===== src/rtl/operand_fetch_stage.sv =====
// Operand fetch stage: sits between decode and execute, directly upstream of
// the register file. Drives read addresses, captures both operands (bypassing
// same-cycle writeback because the register file writes on the clock edge),
// tracks outstanding destination writes in a per-register scoreboard, and
// presents a registered valid/ready bundle to execute.
//
// Register 0 is hardwired to zero: it is never pending and always reads 0.
module operand_fetch_stage #(
    parameter int D = 5,
    parameter int W = 32
) (
    input  logic         clk,
    input  logic         rst,
    input  logic         in_valid,
    output logic         in_ready,
    input  logic [D-1:0] in_rs1,
    input  logic [D-1:0] in_rs2,
    input  logic [D-1:0] in_rd,
    input  logic         in_rd_we,
    output logic [D-1:0] rf_addr1,
    output logic [D-1:0] rf_addr2,
    input  logic [W-1:0] rf_rdata1,
    input  logic [W-1:0] rf_rdata2,
    input  logic         wb_valid,
    input  logic [D-1:0] wb_rd,
    input  logic [W-1:0] wb_data,
    input  logic         flush,
    output logic         out_valid,
    input  logic         out_ready,
    output logic [W-1:0] out_op1,
    output logic [W-1:0] out_op2,
    output logic [D-1:0] out_rd,
    output logic         out_rd_we,
    output logic         stall
);

    localparam int NREG = 1 << D;

    logic [NREG-1:0] pend;
    logic [NREG-1:0] pend_nxt;
    logic [NREG-1:0] eff_pend;
    logic            hazard;
    logic            accept;
    logic [W-1:0]    op1_nxt;
    logic [W-1:0]    op2_nxt;

    // Zero register reads as 0; a retiring write to the same register is
    // forwarded since the register file has not captured it yet.
    function automatic logic [W-1:0] pick_operand(
        input logic [D-1:0] rs,
        input logic [W-1:0] rdata,
        input logic         wbv,
        input logic [D-1:0] wbr,
        input logic [W-1:0] wbd
    );
        if (rs == '0)
            return '0;
        else if (wbv && (wbr == rs))
            return wbd;
        else
            return rdata;
    endfunction

    assign rf_addr1 = in_rs1;
    assign rf_addr2 = in_rs2;

    // Pending bits as seen this cycle: a retiring writeback already resolves its hazard.
    always_comb begin
        eff_pend = '0;
        for (int r = 1; r < NREG; r++) begin
            eff_pend[r] = pend[r] && !(wb_valid && (wb_rd == D'(r)));
        end
    end

    // RAW on either source, WAW on the destination, then the handshake.
    always_comb begin
        hazard = 1'b0;
        if ((in_rs1 != '0) && eff_pend[in_rs1])
            hazard = 1'b1;
        if ((in_rs2 != '0) && eff_pend[in_rs2])
            hazard = 1'b1;
        if (in_rd_we && (in_rd != '0) && eff_pend[in_rd])
            hazard = 1'b1;
    end

    assign in_ready = !hazard && (!out_valid || out_ready) && !flush;
    assign accept   = in_valid && in_ready;
    assign stall    = in_valid && !in_ready;

    assign op1_nxt = pick_operand(in_rs1, rf_rdata1, wb_valid, wb_rd, wb_data);
    assign op2_nxt = pick_operand(in_rs2, rf_rdata2, wb_valid, wb_rd, wb_data);

    // Scoreboard update; ordering makes a same-cycle set win over a writeback clear.
    always_comb begin
        pend_nxt = pend;
        if (wb_valid)
            pend_nxt[wb_rd] = 1'b0;
        // A flushed instruction will never write back, so release its destination.
        if (flush && out_valid && out_rd_we)
            pend_nxt[out_rd] = 1'b0;
        if (accept && in_rd_we)
            pend_nxt[in_rd] = 1'b1;
        pend_nxt[0] = 1'b0;
    end

    // Scoreboard register.
    always_ff @(posedge clk) begin
        if (!rst)
            pend <= '0;
        else
            pend <= pend_nxt;
    end

    // Output bundle: flush drops it, accept loads it, dispatch alone empties it.
    always_ff @(posedge clk) begin
        if (!rst) begin
            out_valid <= 1'b0;
            out_op1   <= '0;
            out_op2   <= '0;
            out_rd    <= '0;
            out_rd_we <= 1'b0;
        end else if (flush) begin
            out_valid <= 1'b0;
        end else if (accept) begin
            out_valid <= 1'b1;
            out_op1   <= op1_nxt;
            out_op2   <= op2_nxt;
            out_rd    <= in_rd;
            out_rd_we <= in_rd_we;
        end else if (out_ready) begin
            out_valid <= 1'b0;
        end
    end

endmodule


===== config.mk =====
export PLATFORM = sky130hd
export DESIGN_NAME = operand_fetch_stage
export DESIGN_NICKNAME = d
export VERILOG_FILES = /design/src/rtl/operand_fetch_stage.sv
export SDC_FILE = /design/constraint.sdc
export NUM_CORES = 1
export LEC_CHECK = 0
export CAP_MARGIN = 0
export CORE_MARGIN = 1.5
export CORE_UTILIZATION = 23
export CTS_CLUSTER_DIAMETER = 200
export CTS_CLUSTER_SIZE = 24
export DETAILED_ROUTE_END_ITERATION = 12
export GPL_ROUTABILITY_DRIVEN = 0
export PLACE_DENSITY = 0.42
export SLEW_MARGIN = 20
export SYNTH_ARGS = -nofsm -noshare
export SYNTH_HDL_FRONTEND = slang
export SYNTH_SLANG_ARGS = --single-unit

===== constraint.sdc =====
create_clock -name clk -period 13.8 [get_ports clk]
set_input_delay 4.14 -clock clk [delete_from_list [all_inputs] [get_ports clk]]
set_output_delay 4.14 -clock clk [all_outputs]
set_load 0.05 [all_outputs]

== After elaboration in Yosys (flattened, before gate mapping) ==
Index checks and enable logic that the tools add are counted.
Word-level totals
  register bits: 103
  bits of input ports: 123
  output and inout bits: 83
  logic and storage cells: 201
Operators by class
  order comparisons: 8
  eq/ne operators: 33
  muxes and demuxes: 24
  bitwise logic cells: 7
  reductions and logical operators: 122
Operators with widths (number)
  $mux W32: 7
  $eq A5 B5 Y1 const B: 16
  $logic_and A1 B1 Y1: 78
  $and A32 B32 Y32: 2
  $not A32 Y32: 2
  $eq A5 B4 Y1 const B: 8
  $logic_not A1 Y1: 35
  $or A32 B32 Y32: 1
  $lt A5 B6 Y1 const B: 5
  $eq A5 B3 Y1 const B: 4
  $bmux W1 S5: 3
  $demux W1 S5: 3
  $ge A5 B1 Y1 const B: 3
  $reduce_bool A5 Y1: 3
  $mux W1: 11
  $eq A5 B2 Y1 const B: 2
  $eq A5 B5 Y1: 2
  $logic_not A5 Y1: 2
  $eq A5 B1 Y1 const B: 1
  $not A1 Y1: 2
  $reduce_and A2 Y1: 1
  $reduce_bool A2 Y1: 1
  $reduce_or A2 Y1: 1
  $logic_or A1 B1 Y1: 1

== Logic depth before layout (Yosys ltp) ==
  depth after elaboration: 16
  depth in mapped cells: 12
  mapped depth without buffers: 8

== Worst setup path after synthesis ==
No wires, ideal clock.
  kind: input to output
  start point: input wb_rd[2]
  end point: output stall
  arrival time: 8.295 ns
  required time: 9.660 ns
  slack: 1.365 ns
  stages on the path: 9
  path buffers: 1
  path through: buf_2 or4b_4 o21ai_2 mux2i_1 a221oi_1 o21ai_1 or4_4 nor4_1 nor2_1
Between the ends
  word-level cells in the longest chain between the ends: 15
  elaborated cells on any way between the ends: 141
  those cells by class: 31 x eq/ne; 9 x mux; 101 x reduce/logical
Ends and longest elaborated chain
  start: declaration: RTL line 25  | input logic [D-1:0] wb_rd,
  $eq A5 B1 Y1, or another cell as far along: RTL line 71  | eff_pend[r] = pend[r] && !(wb_valid && (wb_rd == D'(r)));
  $logic_and A1 B1 Y1: RTL line 71
  $logic_not A1 Y1: RTL line 71
  $logic_and A1 B1 Y1: RTL line 71
  $bmux W1 S5: RTL line 78  | if ((in_rs1 != '0) && eff_pend[in_rs1])
  $mux W1 (implied by the code): RTL line 78
  $logic_and A1 B1 Y1: RTL line 78
  $mux W1: RTL line 78
  $mux W1: RTL line 80  | if ((in_rs2 != '0) && eff_pend[in_rs2])
  $mux W1 *: RTL line 82  | if (in_rd_we && (in_rd != '0) && eff_pend[in_rd])
  $logic_not A1 Y1 *: RTL line 86  | assign in_ready = !hazard && (!out_valid || out_ready) && !flush;
  $logic_and A1 B1 Y1 * (2 in series): RTL line 86
  net in_ready: RTL line 15  | output logic in_ready,
  $logic_not A1 Y1 *: RTL line 88  | assign stall = in_valid && !in_ready;
  $logic_and A1 B1 Y1 *: RTL line 88
  end: declaration: RTL line 34  | output logic stall
The timed path passes the listed nets; every way through them passes the cells marked *. The select of a mux whose other input is x is not followed.

== Worst setup path after layout ==
  start point: input wb_rd[3]
  end point: output in_ready
Between the ends
  word-level cells in the longest chain between the ends: 13
  elaborated cells on any way between the ends: 139
  those cells by class: 31 x eq/ne; 9 x mux; 99 x reduce/logical
Ends and longest elaborated chain (RTL line)
  $eq A5 B1 Y1, or another cell as far along: 71
  $logic_and A1 B1 Y1: 71
  $logic_not A1 Y1: 71
  $logic_and A1 B1 Y1: 71
  $bmux W1 S5: 78
  $mux W1 (implied by the code): 78
  $logic_and A1 B1 Y1: 78
  $mux W1: 78
  $mux W1: 80
  $mux W1 *: 82
  $logic_not A1 Y1 *: 86
  $logic_and A1 B1 Y1 * (2 in series): 86
  end: declaration: 15
Mark *: on every way between the ends. The rest lies on a longest branch, timed or not. The select of a mux whose other input is x is not followed.

==> summary.txt <==
Status
  • Status: complete, no violations

Final layout
  • Share of cells above drive strength 1: 13.5%
  • FILL cells: 3053
  • Post-route insts no fill: 1324
  • Layout area overhead: 38.1%
  • Post-layout util: 32.3%
  • Post-route design area: 9260 sq um
  • Nets: 1059
  • Inserted Diodes: 0

Clocking
  • CTS tree: done
  • Hold-fix buffer count after cts: 0
  • Setup Buffers After CTS: 0
  • Worst-skew pair later-pin latency: between 0.3 and 0.4 ns
  • Cts repair resizes: 0
  • CTS Buf Count: 9
  • Clk buf depth: 2
  • Root buf cell: clkbuf_16
  • H-tree Lvls: 3
  • Reg clk slew, reported paths: 0.07 ns
  • Clock sink count: 102

Place
  • Placed Cells: 1308
  • Placed Area: 8890 sq um
  • # port buffers: roughly 210
  • HPWL after DPL: 19700 um

Global routing
  • First-pass GRT wire length: 41200 um
  • Largest net degree at the start of global routing: 60
  • Vias in the first global route: roughly 6700
  • GRT Total Usage: 17.7%
  • GR Overflow Total: 0
  • Initial antenna violation count: 0

Synthesis
  • Syn_nets: 911
  • Post-synth top area cell: dfxtp_1
  • Yosys reg bits: 102
  • Register area share after synthesis: between 30% and 40%
  • Yosys warning total: 0
  • Synth area leaders: dfxtp_1 (30%), mux2i_1 (11%), mux2_2 (11%)
  • Synth Instances: ~790
  • Synth top area share: 30.5%
  • Top FF cell, synth: dfxtp_1
  • Cell area after synthesis: 6700 sq um
  • Post-synth cell types: between 60 and 70
  • Average size of a mapped cell: 8.50 sq um
  • Top cells by count, synth: nand2_1 (168), dfxtp_1 (102), mux2i_1 (76)
  • Async SR Flop Fraction: 0%
  • Top-count cell post-synth: nand2_1
  • EDFF count, synth: 0

Timing
  • Final Hold Viols: 0
  • Crit share post-route: between 90% and 100%
  • Final Max Tran Viols: 0
  • Clock skew: around 0.015 ns
  • Clock period minus final worst setup slack: around 12 ns
  • Final setup fails: 0
  • Worst-margin pin slew: roughly 1.0 ns
  • Fin Hold WS: 0.458 ns
  • Rel. slew slack: 31.1%
  • Final TNS setup: 0 ns
  • Max Clk Rate: about 80 MHz
  • Unrepaired setup endpoints after global routing: false

Setup path
  • Capturing point of the worst reg2reg path: pend[30]
  • Reg2Reg Launch Point: pend[31]
  • Worst Path Max Fanout: 10
  • Setup crit end kind: output pin
  • Crit Path Class: input pin to output pin
  • CP delay by family, top: simple AND/OR/NAND/NOR gates
  • Flop-to-flop setup slack: 9.73 ns
  • Crit start category: input pin
  • Crit path cell chain: clkdlybuf4s50_1 -> nand4b_1 -> o21ai_1 -> mux4_2 -> o311a_1 -> o21ai_1 -> or4_4 -> nor4_1 -> clkdlybuf4s50_1
  • CP max-delay cell: clkdlybuf4s50_1
  • Largest stage delay, worst path: 0.89 ns
  • CP bufs+invs: 2
  • CP arrival: 8.35 ns
  • Cells on worst reg2reg path: 10
  • Critical Path RT: 9.66 ns
  • CP Depth: 9

Floorplan
  • Die area: 30200 sq um
  • Row count: 62
  • Core ar.: between 20000 and 30000 sq um
  • Starting density of the core: 23.3%
  • Die height: 174 um
  • Ports: 206
  • Die Width: 174 um

Min path
  • Worst hold endpoint: out_op2[31]
  • Cells on Worst Hold Path: 2
  • HP Class: register to register
  • HP Start: out_op2[31]

Power
  • Power per cell area: 87.7 nW/um^2
  • Leakage Power: 0.00321 uW
  • VDD IR max: 0.0508 mV

Route
  • Via count: 6646
  • Total wire length: 27100 um
  • Wire length per cell: between 20 and 25 um
  • Drc violations: 0
  • Number of vias per cell: 5.02
  • Antenna Nets Post-Route: 0
  • Drt pass-1 iters: 5
  • Initial drt markers: roughly 530

Run
  • Maxcap violations: 0
[layer usage]
| layer | GRT usage (%) | up-vias | part of all wire, % |
|---|---|---|---|
| met5 | 0 | - | 0 |
| met4 | 4.89 | 0 | 1.6 |
| met3 | 6.40 | 26 | 10 |
| met2 | 27.6 | 319 | 44 |
| met1 | 23.0 | 3160 | 44 |
| li1 | - | 3141 | - |
[layout make-up]
class	instances	area, sq um	area share [%]
Inverter	15	56.3	0.608
Sequential cell	102	2040	22.1
Clock buffer	10	229	2.47
Timing Repair Buffer	216	2150	23.2
Multi-Input combinational cell	592	4190	45.3
Clock inverter	5	106	1.15
Tap cell	384	480	5.19
[worst max-delay path by stage]
| stage | startpoint | to |
|---|---|---|
| 2_1_floorplan | wb_rd[2] | stall |
| 3_3_place_gp | wb_rd[3] | in_ready |
| 3_5_place_dp | wb_rd[3] | in_ready |
| 4_1_cts | wb_rd[1] | in_ready |
| 5_1_grt | wb_rd[1] | in_ready |
| 6_report | wb_rd[3] | in_ready |
[cells in the final DEF (no fill, tap or decap), drive strengths merged, types with 7 or more instances in the layout]
cell type,n
xor2,8
o211ai,7
mux2i,76
mux2,67
nor3,21
o21ai,29
dfxtp,102
nand3,16
a31o,31
o2111ai,12
nor2,20
nor4,7
clkdlybuf4s50,204
nand2,168
inv,15
o21a,14
and3,7
buf,12
a211oi,18
clkbuf,10
a21oi,14
[worst register-to-register path, cell delays in order, from the launching register on]
cell     delay, ns
dfxtp_1       0.36
mux4_2        0.47
o21ai_0       0.10
a311o_1       0.20
o311a_1       0.18
o21ai_1       0.08
or4_4         0.56
nor4b_4       0.25
buf_4         0.75
buf_4         0.75
a31o_1        0.31
[cells by family (layout without fill, tap and decap cells)]
| kind of cell | after synthesis | after routing | synth area share [%] |
|---|---|---|---|
| and+or+nand+nor | 277 | 277 | 19.5 |
| AOI/OAI and AO/OA | 159 | 159 | 17.7 |
| muxes | 146 | 146 | 23.6 |
| DFF | 102 | 102 | 30.5 |
| buffers and inverters | 94 | 246 | 7.39 |
| xor gates and xnor gates | 10 | 10 | 1.31 |
[where the power goes]
| group | internal, uW | switching (uW) |
|---|---|---|
| Clock | 177 | 121 |
| Combinational | 84.8 | 118 |
| Sequential | 304 | 6.82 |
[through the flow]
step | worst slack [ns] | total power, uW
finish | 1.31 | 811
global route | 1.10 | 847
CTS | 1.32 | 822
detailed placement | 1.35 | 519
global placement | 1.50 | 520
floorplan | 1.36 | 439
[flip-flops by register name, indices dropped and copies added, names as in the netlist]
register,cells
out_op2,32
out_op1,32
out_valid,1
out_rd,5
out_rd_we,1
pend,31
(Power assumes the default switching activity.)
